<file path="config.mk">
export PLATFORM = sky130hd
export DESIGN_NAME = mem_stage
export DESIGN_NICKNAME = d
export VERILOG_FILES = /design/src/rtl/mem_pkg.sv /design/src/rtl/load_align.sv /design/src/rtl/mem_stage.sv
export SDC_FILE = /design/constraint.sdc
export NUM_CORES = 1
export LEC_CHECK = 0
export CORE_UTILIZATION = 55
export DETAILED_ROUTE_END_ITERATION = 16
export DONT_BUFFER_PORTS = 1
export PLACE_DENSITY_LB_ADDON = 0.3
export SETUP_SLACK_MARGIN = 0.1
export SYNTH_ARGS = -nofsm -noshare
export SYNTH_HDL_FRONTEND = slang
export SYNTH_SLANG_ARGS = --single-unit
</file>
<file path="constraint.sdc">
create_clock -name clk -period 5.6 [get_ports clk]
set_clock_uncertainty 0.2 [all_clocks]
set_input_delay 1.12 -clock clk [delete_from_list [all_inputs] [get_ports clk]]
set_output_delay 1.12 -clock clk [all_outputs]
set_load 0.03 [all_outputs]
</file>
<file path="src/rtl/mem_pkg.sv">
// Shared definitions for the memory-access stage:
// RV32I load/store funct3 encodings and the access FSM states.
package mem_pkg;

  localparam logic [2:0] F3_LB  = 3'b000;
  localparam logic [2:0] F3_LH  = 3'b001;
  localparam logic [2:0] F3_LW  = 3'b010;
  localparam logic [2:0] F3_LBU = 3'b100;
  localparam logic [2:0] F3_LHU = 3'b101;
  localparam logic [2:0] F3_SB  = 3'b000;
  localparam logic [2:0] F3_SH  = 3'b001;
  localparam logic [2:0] F3_SW  = 3'b010;

  typedef enum logic [1:0] {
    IDLE     = 2'd0,
    REQ      = 2'd1,
    WAIT_RSP = 2'd2
  } state_e;

  // Low two funct3 bits give log2 of the access size in bytes.
  function automatic logic misaligned(
    input logic [2:0] f3,
    input logic [1:0] off
  );
    logic m;
    m = 1'b0;
    unique case (1'b1)
      (f3[1:0] == 2'b01): m = off[0];
      (f3[1:0] == 2'b10): m = (off != 2'b00);
      default:            m = 1'b0;
    endcase
    return m;
  endfunction

endpackage

</file>
<file path="src/rtl/load_align.sv">
// Load formatter: picks the addressed byte/half out of the
// returned word and sign- or zero-extends it.
module load_align
  import mem_pkg::*;
(
  input  logic [31:0] rdata_i,
  input  logic [1:0]  off_i,
  input  logic [2:0]  funct3_i,
  output logic [31:0] data_o
);

  logic [7:0]  byte_sel;
  logic [15:0] half_sel;

  always_comb begin
    byte_sel = rdata_i[7:0];
    unique case (off_i)
      2'd0: byte_sel = rdata_i[7:0];
      2'd1: byte_sel = rdata_i[15:8];
      2'd2: byte_sel = rdata_i[23:16];
      2'd3: byte_sel = rdata_i[31:24];
      default: byte_sel = rdata_i[7:0];
    endcase
  end

  assign half_sel = off_i[1] ? rdata_i[31:16]
                             : rdata_i[15:0];

  always_comb begin
    data_o = '0;
    unique case (funct3_i)
      F3_LB:  data_o = {{24{byte_sel[7]}}, byte_sel};
      F3_LH:  data_o = {{16{half_sel[15]}}, half_sel};
      F3_LW:  data_o = rdata_i;
      F3_LBU: data_o = {24'd0, byte_sel};
      F3_LHU: data_o = {16'd0, half_sel};
      default: data_o = '0;
    endcase
  end

endmodule

</file>
<file path="src/rtl/mem_stage.sv">
// Memory-access stage: MEM/WB pipeline register plus a
// req/gnt + rvalid data-memory master for loads and stores.
module mem_stage
  import mem_pkg::*;
#(
  parameter int XLEN      = 32,
  parameter int REGADDR_W = 5
) (
  input  logic                 clk,
  input  logic                 rst,
  input  logic                 ex_valid_i,
  output logic                 ex_ready_o,
  input  logic [XLEN-1:0]      alu_result_i,
  input  logic [XLEN-1:0]      rs2_val_i,
  input  logic                 mem_read_i,
  input  logic                 mem_write_i,
  input  logic [2:0]           funct3_i,
  input  logic [REGADDR_W-1:0] rd_i,
  input  logic                 reg_write_i,
  output logic                 dmem_req_o,
  input  logic                 dmem_gnt_i,
  output logic                 dmem_we_o,
  output logic [XLEN-1:0]      dmem_addr_o,
  output logic [3:0]           dmem_be_o,
  output logic [XLEN-1:0]      dmem_wdata_o,
  input  logic                 dmem_rvalid_i,
  input  logic [XLEN-1:0]      dmem_rdata_i,
  output logic                 wb_valid_o,
  output logic [XLEN-1:0]      wb_result_o,
  output logic [REGADDR_W-1:0] wb_rd_o,
  output logic                 wb_reg_write_o,
  output logic                 fault_o
);

  state_e state_q, state_d;

  logic [XLEN-1:0]      addr_q, addr_d;
  logic [XLEN-1:0]      wdata_q, wdata_d;
  logic [3:0]           be_q, be_d;
  logic [2:0]           f3_q, f3_d;
  logic [REGADDR_W-1:0] rd_q, rd_d;
  logic                 rw_q, rw_d;
  logic                 st_q, st_d;

  logic                 wb_valid_q, wb_valid_d;
  logic [XLEN-1:0]      wb_result_q, wb_result_d;
  logic [REGADDR_W-1:0] wb_rd_q, wb_rd_d;
  logic                 wb_rw_q, wb_rw_d;
  logic                 fault_q, fault_d;

  logic            accept;
  logic            is_mem;
  logic            is_st;
  logic            illegal;
  logic            acc_fault;
  logic            rd_nz;
  logic [1:0]      off;
  logic [3:0]      lane_be;
  logic [XLEN-1:0] lane_wdata;
  logic [XLEN-1:0] ld_data;
  logic            in_req;

  assign ex_ready_o = (state_q == IDLE) && !rst;
  assign accept     = ex_valid_i && ex_ready_o;
  assign is_mem     = mem_read_i || mem_write_i;
  assign is_st      = mem_write_i;
  assign off        = alu_result_i[1:0];
  assign rd_nz      = (rd_i != '0);

  // Loads reject 011/11x; stores reject anything at or above 011.
  always_comb begin
    illegal = 1'b0;
    unique case (1'b1)
      is_st:   illegal = funct3_i[2]
                      || (funct3_i[1:0] == 2'b11);
      default: illegal = (funct3_i == 3'b011)
                      || (funct3_i[2:1] == 2'b11);
    endcase
  end

  assign acc_fault = illegal || misaligned(funct3_i, off);

  always_comb begin
    lane_be    = 4'b0000;
    lane_wdata = rs2_val_i;
    unique case (funct3_i[1:0])
      2'b00: begin
        lane_be    = 4'b0001 << off;
        lane_wdata = {4{rs2_val_i[7:0]}};
      end
      2'b01: begin
        lane_be    = off[1] ? 4'b1100 : 4'b0011;
        lane_wdata = {2{rs2_val_i[15:0]}};
      end
      2'b10: begin
        lane_be    = 4'b1111;
        lane_wdata = rs2_val_i;
      end
      default: begin
        lane_be    = 4'b0000;
        lane_wdata = rs2_val_i;
      end
    endcase
  end

  load_align u_load_align (
    .rdata_i  (dmem_rdata_i),
    .off_i    (addr_q[1:0]),
    .funct3_i (f3_q),
    .data_o   (ld_data)
  );

  always_comb begin
    state_d     = state_q;
    addr_d      = addr_q;
    wdata_d     = wdata_q;
    be_d        = be_q;
    f3_d        = f3_q;
    rd_d        = rd_q;
    rw_d        = rw_q;
    st_d        = st_q;
    wb_valid_d  = 1'b0;
    fault_d     = 1'b0;
    wb_result_d = wb_result_q;
    wb_rd_d     = wb_rd_q;
    wb_rw_d     = wb_rw_q;
    unique case (state_q)
      IDLE: begin
        if (accept && !is_mem) begin
          wb_valid_d  = 1'b1;
          wb_result_d = alu_result_i;
          wb_rd_d     = rd_i;
          wb_rw_d     = reg_write_i && rd_nz;
        end else if (accept && acc_fault) begin
          wb_valid_d  = 1'b1;
          fault_d     = 1'b1;
          wb_result_d = alu_result_i;
          wb_rd_d     = rd_i;
          wb_rw_d     = 1'b0;
        end else if (accept) begin
          addr_d  = alu_result_i;
          wdata_d = lane_wdata;
          be_d    = lane_be;
          f3_d    = funct3_i;
          rd_d    = rd_i;
          rw_d    = reg_write_i && rd_nz && !is_st;
          st_d    = is_st;
          state_d = REQ;
        end
      end
      REQ: begin
        if (dmem_gnt_i && st_q) begin
          wb_valid_d  = 1'b1;
          wb_result_d = addr_q;
          wb_rd_d     = rd_q;
          wb_rw_d     = 1'b0;
          state_d     = IDLE;
        end else if (dmem_gnt_i) begin
          state_d = WAIT_RSP;
        end
      end
      WAIT_RSP: begin
        if (dmem_rvalid_i) begin
          wb_valid_d  = 1'b1;
          wb_result_d = ld_data;
          wb_rd_d     = rd_q;
          wb_rw_d     = rw_q;
          state_d     = IDLE;
        end
      end
      default: state_d = IDLE;
    endcase
  end

  always_ff @(posedge clk) begin
    if (rst) begin
      state_q     <= IDLE;
      addr_q      <= '0;
      wdata_q     <= '0;
      be_q        <= '0;
      f3_q        <= '0;
      rd_q        <= '0;
      rw_q        <= 1'b0;
      st_q        <= 1'b0;
      wb_valid_q  <= 1'b0;
      wb_result_q <= '0;
      wb_rd_q     <= '0;
      wb_rw_q     <= 1'b0;
      fault_q     <= 1'b0;
    end else begin
      state_q     <= state_d;
      addr_q      <= addr_d;
      wdata_q     <= wdata_d;
      be_q        <= be_d;
      f3_q        <= f3_d;
      rd_q        <= rd_d;
      rw_q        <= rw_d;
      st_q        <= st_d;
      wb_valid_q  <= wb_valid_d;
      wb_result_q <= wb_result_d;
      wb_rd_q     <= wb_rd_d;
      wb_rw_q     <= wb_rw_d;
      fault_q     <= fault_d;
    end
  end

  // Bus outputs are forced to zero outside REQ so idle bus is quiet.
  assign in_req       = (state_q == REQ);
  assign dmem_req_o   = in_req;
  assign dmem_we_o    = in_req && st_q;
  assign dmem_addr_o  = in_req ? {addr_q[XLEN-1:2], 2'b00} : '0;
  assign dmem_be_o    = in_req ? be_q : 4'b0000;
  assign dmem_wdata_o = in_req ? wdata_q : '0;

  assign wb_valid_o     = wb_valid_q;
  assign wb_result_o    = wb_result_q;
  assign wb_rd_o        = wb_rd_q;
  assign wb_reg_write_o = wb_rw_q;
  assign fault_o        = fault_q;

endmodule

</file>
=== Word level (Yosys, flattened, before mapping) ===
Index checks and enable logic that the tools add are counted.
Widths: inputs -> output; s select.

* Output and inout bits: 111
* Input port bits: 112
* Logic and storage cells: 102
* Register bits: 120

* Multiplexer cells: 38
* Bitwise operators: 3
* Eq/ne operators: 21
* Reduce and logical (&&, ||, !) cells: 26
* Shift operators: 1

{| class="wikitable"
|+ Operators by type and width
! kind !! count
|-
| $mux 32 || 6
|-
| $pmux 32 s5 || 1
|-
| $pmux 32 s3 || 1
|-
| $pmux 32 s2 || 1
|-
| $pmux 8 s4 || 1
|-
| $mux 5 || 4
|-
| $mux 16 || 1
|-
| $pmux 5 s3 || 1
|-
| $eq 2x2->1 const B || 6
|-
| $mux 2 || 6
|-
| $pmux 4 s3 || 1
|-
| $mux 1 || 9
|-
| $logic_and 1x1->1 || 8
|-
| $mux 4 || 2
|-
| $ne 2x2->1 const B || 4
|-
| $reduce_and 4->1 || 2
|-
| $eq 2x1->1 const B || 3
|-
| $eq 3x2->1 const B || 2
|-
| $eq 3x3->1 const B || 2
|-
| $logic_not 2->1 || 3
|-
| $pmux 1 s3 || 2
|-
| $pmux 2 s3 || 1
|-
| $reduce_and 5->1 || 1
|-
| $reduce_bool 5->1 || 1
|-
| other kinds (13) || 20
|}

=== Longest topological paths before layout ===
* Depth after elaboration: 8
* Mapped depth: 10

=== Hierarchy ===
From an unflattened synthesis, not the netlist that was laid out.

* Cells, all modules: 924
* Area, all modules: 7243.2 um2

{| class="wikitable"
|+ Modules (own cells, without submodules)
! module !! times used !! seq. area each (um2) !! area an instance (um2) !! cells an instance
|-
| mem_stage || 1 || 2402.3 || 6307.3 || 801
|-
| load_align || 1 || 0.0 || 935.9 || 123
|}

=== Worst setup path after synthesis ===
Ideal clock, no wire load.

* Kind: input-to-output
* Start point: input rst
* End point: output ex_ready_o
* Stages on the path: 4
* Buffers on the path: 3
* Required time: 4280 ps
* Path slack: 2243 ps
* Arrival time: 2037 ps
* Cell sequence: buf_6 -> clkbuf_1 -> clkbuf_1 -> nor2_1

* Word-level cells in the longest chain between the ends: 2

{| class="wikitable"
|+ Ends and longest elaborated chain
! what !! line !! RTL
|-
| start: declaration || mem_stage.sv:10 || <nowiki>input logic rst,</nowiki>
|-
| $logic_not 1->1 || mem_stage.sv:63 || <nowiki>assign ex_ready_o = (state_q == IDLE) && !rst;</nowiki>
|-
| $logic_and 1x1->1 || mem_stage.sv:63 ||
|-
| end: declaration || mem_stage.sv:12 || <nowiki>output logic ex_ready_o,</nowiki>
|}

No other way between the ends.

=== Worst setup path in the final report ===
* Start point: register state_q[1]
* End point: output dmem_wdata_o[1]

* Word-level cells in the longest chain between the ends: 2

{| class="wikitable"
|+ Ends and longest elaborated chain
! what !! line !! RTL
|-
| start: declaration || mem_stage.sv:35 || <nowiki>state_e state_q, state_d;</nowiki>
|-
| start signal: assignment || mem_stage.sv:191 || <nowiki>state_q <= state_d;</nowiki>
|-
| $eq 2x1->1 || mem_stage.sv:208 || <nowiki>assign in_req = (state_q == REQ);</nowiki>
|-
| named net dmem_req_o || mem_stage.sv:20 || <nowiki>output logic dmem_req_o,</nowiki>
|-
| $mux 32 || mem_stage.sv:213 || <nowiki>assign dmem_wdata_o = in_req ? wdata_q : '0;</nowiki>
|-
| end: declaration || mem_stage.sv:25 || <nowiki>output logic [XLEN-1:0] dmem_wdata_o,</nowiki>
|}

The timed path passes the listed nets, and every way through them passes these cells.

==> summary.md <==
| Metric | Value |
|---|---|
| Skew-Pair Late Insertion Delay | `0.40 ns` |
| Syn-to-layout area delta | `8.408%` |
| Critical Path Start Type | `flip-flop` |
| Gates resized, CTS repair | `0` |
| I/O Buffers | `0` |
| WP data required | `4.28 ns` |
| Maximum fanout along the worst path | `45` |
| Post-Synthesis Cells | `792` |
| Hold Path Cell Cnt | `2` |
| DRT Wirelength | `18.77 mm` |
| # diodes | `0` |
| Top post-synthesis cells by area | `dfxtp_1 38%, nand2_1 7.5%, and2_1 6.6%` |
| Design area | `around 7000 µm²` |
| First DRT Iteration DRCs | `between 500 and 600` |
| Clk sinks | `120` |
| Vias | `just under 6000` |
| Critical path arrival | `2.39 ns` |
| Top-count cell post-synth | `nand2_1` |
| Setup repair bufs after CTS | `0` |
| Setup TNS | `0 ns` |
| RSZ-0062 raised after global routing | `false` |
| Hpwl dp | `12.68 mm` |
| Initial core utilization | `56.28%` |
| HP Class | `reg2reg` |
| Critical Path End Type | `output port` |
| Post-synth ARST share | `0%` |
| CTS Buf Count | `17` |
| Synth top area share | `37.54%` |
| R2r worst-path depth | `8` |
| Root Buffer | `clkbuf_16` |
| Achievable Freq | `269.9 MHz` |
| Reg2reg start | `state_q[1]` |
| PnR Total Power | `2.253 mW` |
| Final min period | `3.705 ns` |
| H-Tree Depth | `4` |
| Final Hold Fails | `0` |
| All-Layer GR Usage | `between 30% and 40%` |
| Layout Utilization | `61.01%` |
| I/O pins | `223` |
| Synth Register Bits | `120` |
| Routed Antenna Nets | `0` |
| Post-synth top area cell | `dfxtp_1` |
| Rel. slew slack | `between 20 and 25%` |
| Max-cap violations | `0` |
| Fin nets | `865` |
| DRC viols | `0` |
| CTS tree | `yes` |
| Leakage power | `between 2 and 2.5 nW` |
| Cell area after synthesis | `6399 µm²` |
| Share of cells above drive strength 1 | `under 10%` |
| Hold_ws | `0.2476 ns` |
| Reg2Reg Setup Slack | `2.47 ns` |
| Max Slew Vio Count | `0` |
| Slew @ Worst Pin | `around 1.1 ns` |
| Post-DP Area | `6344 µm²` |
| Die area | `12070 µm²` |
| Drt pass-1 iters | `5` |
| CTS Hold Bufs | `0` |
| Max Buffers Root-to-Sink | `2` |
| Initial antenna violation count | `0` |
| Routed len/inst | `roughly 21 µm` |
| Most frequent cells after synthesis | `127 x nand2_1, 120 x dfxtp_1, 71 x a21oi_1, 67 x and2_1, 56 x clkbuf_1` |
| Clock slew at reported path FFs | `0.05 ns` |
| Vias in the first global route | `5375` |
| Pwr dens | `324.8 nW/µm²` |
| Grt total ovfl | `0` |
| EDFF count, synth | `0` |
| Endpoint of the worst register-to-register path | `wb_result_o[0]` |
| Via density per instance | `6.578` |
| Worst setup path start | `state_q[1]` |
| Hold Path End | `addr_q[15]` |
| Status | `complete, no violations` |
| Pin count of the biggest net entering global routing | `~150` |
| Core area | `11370 µm²` |
| Final Cycle Share | `~66%` |
| First-pass GRT wire length | `27.85 mm` |
| Die Wd | `about 110 µm` |
| Unique cell type count in the Yosys netlist | `56` |
| Register area share after synthesis | `37.54%` |
| FP Rows | `39` |
| Die Ht | `about 110 µm` |
| Syn avg cell area | `8.079 µm²` |
| Gpl congestion | `0.8893` |
| Setup CP Type | `reg2out` |
| Yosys warning total | `0` |
| Top_reg_cell synth | `dfxtp_1` |
| Final setup fails | `0` |
| IR drop worst, VDD | `slightly below 0.2 mV` |
| Hold_sp | `addr_q[15]` |
## stage by stage
step                worst slack (ns)  std cells
floorplan                      2.243        793
global placement               1.712        868
detailed placement             1.640        868
CTS                            1.877        899
global route                   1.737        899
finish                         1.895        899
## flip-flops by register name (all words and copies together) (netlist names)
name,cells
wb_valid_o,1
f3_q,3
be_q,4
wb_reg_write_o,1
addr_q,32
state_q,2
wb_result_o,32
rd_q,5
wb_rd_o,5
fault_o,1
wdata_q,32
rw_q,1
st_q,1
## final cells by class
cell class              instances  area [µm²]
clock buffers                  24       501.7
clock inverters                 7       91.34
repair buffers                  6       57.56
multi-input cells             589        3667
flip-flops and latches        120        2402
fillers                      1011        4433
well taps                     143       178.9
inverters                      10       37.54
## how the worst max path moves through the flow
stage	end	slack (ns)	depth (start not counted)
finish	dmem_wdata_o[1]	1.89	4
global route	dmem_wdata_o[26]	1.74	4
CTS	dmem_wdata_o[10]	1.88	4
detailed placement	be_q[1]	1.64	8
global placement	be_q[3]	1.71	8
floorplan	ex_ready_o	2.24	4
## report_power, final
part / switching, mW / internal [mW]
Combinational: 0.125 / 0.0831
Sequential: 0.0638 / 0.894
Clock: 0.377 / 0.710
## kinds of logic after synthesis
| group | count (synthesis) | synth area share [%] |
|---|---|---|
| other | 1 | 0.05861 |
| AOI/OAI and AO/OA | 242 | 26.18 |
| and+or+nand+nor | 314 | 25.26 |
| adders and majority gates | 9 | 1.760 |
| buffers and inverters | 84 | 5.534 |
| muxes | 22 | 3.657 |
| DFF | 120 | 37.54 |
## critical path: stages, from the launching register on
cell and delay [ns]:
dfxtp_1 0.33, inv_1 0.10, ha_2 0.73, buf_4 0.43, and2_1 0.38
## metal layers
layer	global-route usage, %	wire (µm)
met4	16.38	717
met1	34.67	7288
met2	48.08	8589
met5	0	0
met3	11.68	2170
## cell usage in the layout, fill, tap and decap left out, types with 10 or more instances in the layout
cell / instances
a2bb2oi_1: 14
nor2_1: 42
and2_1: 67
inv_1: 10
o21ai_0: 15
a21oi_1: 71
nand2_1: 127
mux2i_1: 20
dfxtp_1: 120
clkbuf_16: 17
a211oi_1: 38
o41ai_1: 21
o22ai_1: 16
nand3b_1: 38
No activity file was read; power rests on OpenSTA's default activity.
